**src/rtl/pipe_pkg.sv**
```systemverilog
// rtl/pipe_pkg.sv - shared types and per-stage bus widths for pipeline stage registers
//
// Purpose : state encoding for pipe_stage_reg, datapath widths, and the
//           per-stage control/data bus widths and control reset values used
//           by the stage wrappers that pack/unpack their buses.
// Ports   : none (package).

package pipe_pkg;

    typedef enum logic [1:0] {
        EMPTY = 2'd0,
        ONE   = 2'd1,
        TWO   = 2'd2
    } state_e;

    localparam int XLEN       = 32;
    localparam int REG_ADDR_W = 5;
    localparam int WB_SEL_W   = 2;

    // IF/ID: control = {valid_instr}, data = {pc, pc4, instr}
    localparam int IFID_CTRL_W = 1;
    localparam int IFID_DATA_W = 3 * XLEN;
    localparam logic [IFID_CTRL_W-1:0] IFID_CTRL_RST = '0;

    // ID/EX: control = {reg_we, wb_sel[1:0], mem_rd, mem_wr, alu_op[3:0]},
    //        data    = {pc4, rs1_data, rs2_data}
    localparam int IDEX_CTRL_W = 9;
    localparam int IDEX_DATA_W = 3 * XLEN;
    localparam logic [IDEX_CTRL_W-1:0] IDEX_CTRL_RST = '0;

    // EX/MEM: control = {reg_we, wb_sel[1:0], mem_rd, mem_wr},
    //         data    = {pc4, alu, rs2_data, rd_addr}
    localparam int EXMEM_CTRL_W = 5;
    localparam int EXMEM_DATA_W = 3 * XLEN + REG_ADDR_W;
    localparam logic [EXMEM_CTRL_W-1:0] EXMEM_CTRL_RST = '0;

    // MEM/WB: control = {reg_we, wb_sel[1:0], mem_rd},
    //         data    = {pc4, alu, mem_rd_data, rd_addr}
    localparam int MEMWB_CTRL_W = 1 + WB_SEL_W + 1;
    localparam int MEMWB_DATA_W = 3 * XLEN + REG_ADDR_W;
    localparam logic [MEMWB_CTRL_W-1:0] MEMWB_CTRL_RST = '0;

    // Number of entries held in a given state.
    function automatic logic [1:0] level_of(input state_e s);
        case (s)
            ONE:     level_of = 2'd1;
            TWO:     level_of = 2'd2;
            default: level_of = 2'd0;
        endcase
    endfunction

endpackage

```
**src/rtl/pipe_stage_reg.sv**
```systemverilog
// rtl/pipe_stage_reg.sv - generic valid/ready pipeline stage register with optional skid entry
//
// Purpose : holds one (SKID=0) or up to two (SKID=1) transfers between two
//           pipeline stages. Control is forced to CTRL_RST whenever the head
//           is not valid; data is never gated or cleared by flush.
// Ports   :
//   CLK        in   rising-edge clock
//   RESET_N    in   synchronous active-low reset
//   FLUSH      in   synchronous kill of all held entries
//   IN_VALID   in   upstream has a transfer
//   IN_READY   out  stage can accept (registered when SKID=1)
//   IN_CTRL    in   upstream control bus
//   IN_DATA    in   upstream payload bus
//   OUT_VALID  out  head entry valid
//   OUT_READY  in   downstream accepts
//   OUT_CTRL   out  head control, CTRL_RST when not valid
//   OUT_DATA   out  head payload
//   LEVEL      out  entries held (0..2)

module pipe_stage_reg
    import pipe_pkg::*;
#(
    parameter int                 DATA_W   = 96,
    parameter int                 CTRL_W   = 9,
    parameter logic [CTRL_W-1:0]  CTRL_RST = '0,
    parameter bit                 SKID     = 1'b1
) (
    input  logic              CLK,
    input  logic              RESET_N,
    input  logic              FLUSH,
    input  logic              IN_VALID,
    output logic              IN_READY,
    input  logic [CTRL_W-1:0] IN_CTRL,
    input  logic [DATA_W-1:0] IN_DATA,
    output logic              OUT_VALID,
    input  logic              OUT_READY,
    output logic [CTRL_W-1:0] OUT_CTRL,
    output logic [DATA_W-1:0] OUT_DATA,
    output logic [1:0]        LEVEL
);

    state_e            r_state;
    state_e            w_next_state;
    logic              r_in_ready;
    logic [CTRL_W-1:0] r_main_ctrl;
    logic [DATA_W-1:0] r_main_data;
    logic [CTRL_W-1:0] r_skid_ctrl;
    logic [DATA_W-1:0] r_skid_data;

    logic w_in_xfer;
    logic w_out_xfer;
    logic w_load_main_in;
    logic w_load_main_skid;
    logic w_load_skid;

    // State register; ready is registered from the next state so that the
    // upstream ready path does not depend on OUT_READY in skid mode.
    always_ff @(posedge CLK) begin
        if (!RESET_N) begin
            r_state    <= EMPTY;
            r_in_ready <= 1'b0;
        end else begin
            r_state    <= w_next_state;
            r_in_ready <= (w_next_state != TWO);
        end
    end

    // Next-state and entry-load decisions. FLUSH outranks any input transfer;
    // a same-cycle output transfer needs no action because the state empties.
    always_comb begin
        w_next_state     = r_state;
        w_load_main_in   = 1'b0;
        w_load_main_skid = 1'b0;
        w_load_skid      = 1'b0;
        if (FLUSH) begin
            w_next_state = EMPTY;
        end else begin
            case (r_state)
                EMPTY: begin
                    if (w_in_xfer) begin
                        w_next_state   = ONE;
                        w_load_main_in = 1'b1;
                    end
                end
                ONE: begin
                    if (w_in_xfer && w_out_xfer) begin
                        w_load_main_in = 1'b1;
                    end else if (w_in_xfer && SKID) begin
                        w_next_state = TWO;
                        w_load_skid  = 1'b1;
                    end else if (w_out_xfer) begin
                        w_next_state = EMPTY;
                    end
                end
                TWO: begin
                    if (w_out_xfer) begin
                        w_next_state     = ONE;
                        w_load_main_skid = 1'b1;
                    end
                end
                default: w_next_state = EMPTY;
            endcase
        end
    end

    // Outputs and transfer strobes.
    always_comb begin
        OUT_VALID = (r_state != EMPTY);
        OUT_CTRL  = OUT_VALID ? r_main_ctrl : CTRL_RST;
        OUT_DATA  = r_main_data;
        LEVEL     = level_of(r_state);
        if (SKID) begin
            IN_READY = r_in_ready && !FLUSH && RESET_N;
        end else begin
            IN_READY = (!OUT_VALID || OUT_READY) && !FLUSH && RESET_N;
        end
        w_in_xfer  = IN_VALID && IN_READY;
        w_out_xfer = OUT_VALID && OUT_READY;
    end

    // Entry storage: control and data of one transfer always move together.
    always_ff @(posedge CLK) begin
        if (!RESET_N) begin
            r_main_ctrl <= CTRL_RST;
            r_main_data <= '0;
            r_skid_ctrl <= CTRL_RST;
            r_skid_data <= '0;
        end else if (FLUSH) begin
            r_main_ctrl <= CTRL_RST;
        end else begin
            if (w_load_main_in) begin
                r_main_ctrl <= IN_CTRL;
                r_main_data <= IN_DATA;
            end else if (w_load_main_skid) begin
                r_main_ctrl <= r_skid_ctrl;
                r_main_data <= r_skid_data;
            end
            if (w_load_skid) begin
                r_skid_ctrl <= IN_CTRL;
                r_skid_data <= IN_DATA;
            end
        end
    end

endmodule

```
**config.mk**
```make
export PLATFORM = sky130hd
export DESIGN_NAME = pipe_stage_reg
export DESIGN_NICKNAME = d
export VERILOG_FILES = /design/src/rtl/pipe_pkg.sv /design/src/rtl/pipe_stage_reg.sv
export SDC_FILE = /design/constraint.sdc
export NUM_CORES = 1
export LEC_CHECK = 0
export ABC_AREA = 0
export CAP_MARGIN = 20
export CELL_PAD_IN_SITES_DETAIL_PLACEMENT = 1
export CELL_PAD_IN_SITES_GLOBAL_PLACEMENT = 2
export CORE_MARGIN = 2
export CORE_UTILIZATION = 25
export CTS_CLUSTER_SIZE = 24
export DETAILED_ROUTE_END_ITERATION = 6
export PLACE_DENSITY = 0.78
export SLEW_MARGIN = 20
export SYNTH_ARGS = -nofsm -noshare
export SYNTH_HDL_FRONTEND = slang
export SYNTH_SLANG_ARGS = --single-unit
```
**constraint.sdc**
```tcl
create_clock -name CLK -period 1.45 [get_ports CLK]
set_input_delay 0.29 -clock CLK [delete_from_list [all_inputs] [get_ports CLK]]
set_output_delay 0.29 -clock CLK [all_outputs]
set_load 0.1 [all_outputs]
```
==> impl_metrics.json <==
{
  "finalHoldViolCount": 0,
  "violations": "negative setup slack",
  "critical_path_class": "reg2out",
  "min_period_over_period": 1.32,
  "wl_mm": 40.4,
  "setup_ws_ns": -0.471,
  "synthToLayoutAreaGrowth_pct": 105,
  "n_fill_cell": 3470,
  "synth_cell_types": 28,
  "numCtsBuffers": 26,
  "cts_max_path_buffers": 3,
  "clk_latency_ns": 0.53,
  "finalMaxSlewViolations": 0,
  "dieArea_mm2": 0.0356,
  "first_pass_iters": 4,
  "yosysTopAreaCellShare": 0.501,
  "worst-slew-pin-transition_ns": 0.617,
  "row_count": 67,
  "cp-start-kind": "flip-flop",
  "cts_sinks": 213,
  "synth_warnings": 0,
  "path_clk_slew_ns": 0.06,
  "syn_avg_cell_area_um2": 7.93,
  "vias_per_cell": 4.91,
  "ys_ff_latch": 213,
  "die_w_um": 189,
  "cts_hold_buf": 0,
  "dp_worst_setup_slack_ns": -0.577,
  "synth_nets": 1184,
  "max_cap_viol_count": 0,
  "grt-ovfl-total": 0,
  "ff_latch_area_mm2": 0.00430,
  "rsz0062_at_grt": "true",
  "cts_htree_levels": 1,
  "antenna_found_initial": 2,
  "gp_congestion": 0.757,
  "total_leakage_power_nw": 6.89,
  "worstPathArrival_ns": 1.63,
  "drc": 0,
  "fp.dieH_um": 189,
  "fin_skew_ns": 0.0123,
  "outcome": "finished, violations left",
  "fmax_mhz": 521,
  "drt_iter0_drc": 365,
  "grtUsageTotal": 0.200,
  "dp.cells": 1712,
  "grt_pass1_wl_mm": 56.2,
  "detail-route-antenna-nets": 0,
  "reg2reg_slack_ns": -0.46,
  "vdd_ir_drop_max_v": 0.000762,
  "synth_top_area_cell": "dfxtp_1",
  "multiInputGateArea_mm2": 0.00562,
  "endpoint_kind": "output port",
  "post-route-min-period_ns": 1.92,
  "power.total_w": 0.0151,
  "synthTopCellsByArea": "dfxtp_1 (50%), nand2_1 (18%), a31oi_1 (7.8%)",
  "dpl_cell_area_mm2": 0.0128,
  "grt_pass1_vias": 9563,
  "final_area_mm2": 0.0175,
  "p_per_area_mw_per_mm2": 861,
  "min_path_type": "in2reg",
  "hpwl_mm": 20.1,
  "fin_cells": 1860,
  "core_mm2": 0.0335,
  "wl_per_cell_um": 21.7,
  "grt_max_degree": 105,
  "worst-path-max-fanout": 9,
  "ioPinCount": 219,
  "vias": 9136,
  "cts_tree": "done",
  "layout.nets": 1501,
  "critPathRequiredTime_ns": 1.16,
  "setup_viol": 225,
  "cts-root-buf": "clkbuf_16",
  "initial_utilization": 0.254,
  "io_buffers": 218,
  "syn_inst": 1074,
  "final_cell_mix": "nand2_1 (228), dfxtp_1 (187), buf_12 (155)",
  "drive_above_1_share": 0.490,
  "ys_seq_area_frac": 0.501,
  "syn_area_mm2": 0.00852,
  "relSlewSlack": 0.589,
  "final_common_cell": "nand2_1"
}
[synthesized netlist by cell type]
library cell / n
a21boi_1: 50
nand2_1: 414
nand2_2: 7
nor3b_1: 1
dfxtp_1: 213
buf_4: 5
and3_1: 1
nand3b_2: 1
nand3_2: 1
buf_2: 31
o22ai_1: 1
buf_6: 4
nand4bb_1: 1
nor4bb_1: 1
mux2i_1: 1
and3b_1: 1
nor2_1: 2
o21ai_0: 100
a31oi_1: 106
and2_1: 3
nor2b_1: 12
o21ai_1: 5
a21oi_1: 1
and2b_1: 2
a21boi_0: 55
buf_8: 3
clkbuf_1: 51
inv_1: 1
[routing by layer]
| metal | share of wire | up-vias | global-route usage | wire (µm) |
|---|---|---|---|---|
| met4 | 0.020 | 2 | 0.0430 | 811 |
| met1 | 0.44 | 4548 | 0.263 | 17600 |
| met5 | 0.00020 | - | 0 | 8 |
| met2 | 0.50 | 218 | 0.341 | 20200 |
| met3 | 0.045 | 60 | 0.0343 | 1810 |
| li1 | - | 4308 | - | - |
[worst max-delay path, stage by stage (launching register included)]
cell     delay (ns)
dfxtp_4        0.35
buf_8          0.13
nor2_4         0.18
buf_12         0.20
nor2b_4        0.07
buf_12         0.16
[kinds of logic (layout without fill, tap and decap cells)]
| logic type | Yosys count | count (layout) | share of synthesized area |
|---|---|---|---|
| simple gates | 447 | 448 | 0.209 |
| compound gates | 318 | 318 | 0.233 |
| flops | 213 | 213 | 0.501 |
| buf+inv | 95 | 431 | 0.0561 |
| mux | 1 | 1 | 0.00117 |
| other cells | 0 | 1 | 0 |
[layout make-up]
cell class | count | area share
repair buffers | 382 | 0.349
multi-input cells | 767 | 0.322
flip-flops and latches | 213 | 0.246
clock buffers | 39 | 0.0458
well taps | 448 | 0.0321
clock inverters | 9 | 0.00429
inverters | 1 | 0.000429
diodes | 1 | 0.000143
[state kept, by name, indices dropped and copies added, names as in the netlist]
signal	flops
OUT_DATA	96
r_in_ready	1
r_main_ctrl	9
r_skid_ctrl	9
r_skid_data	96
r_state	2
[worst paths after layout]
kind / startpoint / end / cells after the start
worst min-delay path: RESET_N / OUT_DATA[0] / 3
worst max-delay path: r_state[1] / OUT_CTRL[0] / 5
worst min register to register: r_skid_data[87] / r_skid_data[87] / 2
worst max register to register: r_state[0] / OUT_DATA[19] / 9
[through the flow]
| step | util | TNS [ns] | hold WS (ns) |
|---|---|---|---|
| 2_1_floorplan | - | -1.46 | 0.420 |
| 3_3_place_gp | 0.381 | -101.72 | 0.438 |
| 3_5_place_dp | 0.381 | -105.03 | 0.442 |
| 4_1_cts | 0.464 | -71.05 | 0.0187 |
| 5_1_grt | 0.521 | -60.78 | 0.0371 |
| 6_report | 0.521 | -48.83 | 0.0522 |
[power breakdown]
part	switching, W	internal, W	total [W]
clock network	0.00266	0.00398	0.00664
logic	0.00133	0.00101	0.00234
registers	0.000121	0.00596	0.00608
[timing repair]
item,4_1_cts,5_1_grt
pin swaps,43,284
setup buffers,35,39
gates cloned,36,11
setup endpoints to repair,236,247
resized for setup,281,501
Note: power is estimated with default switching activity, not from simulation.
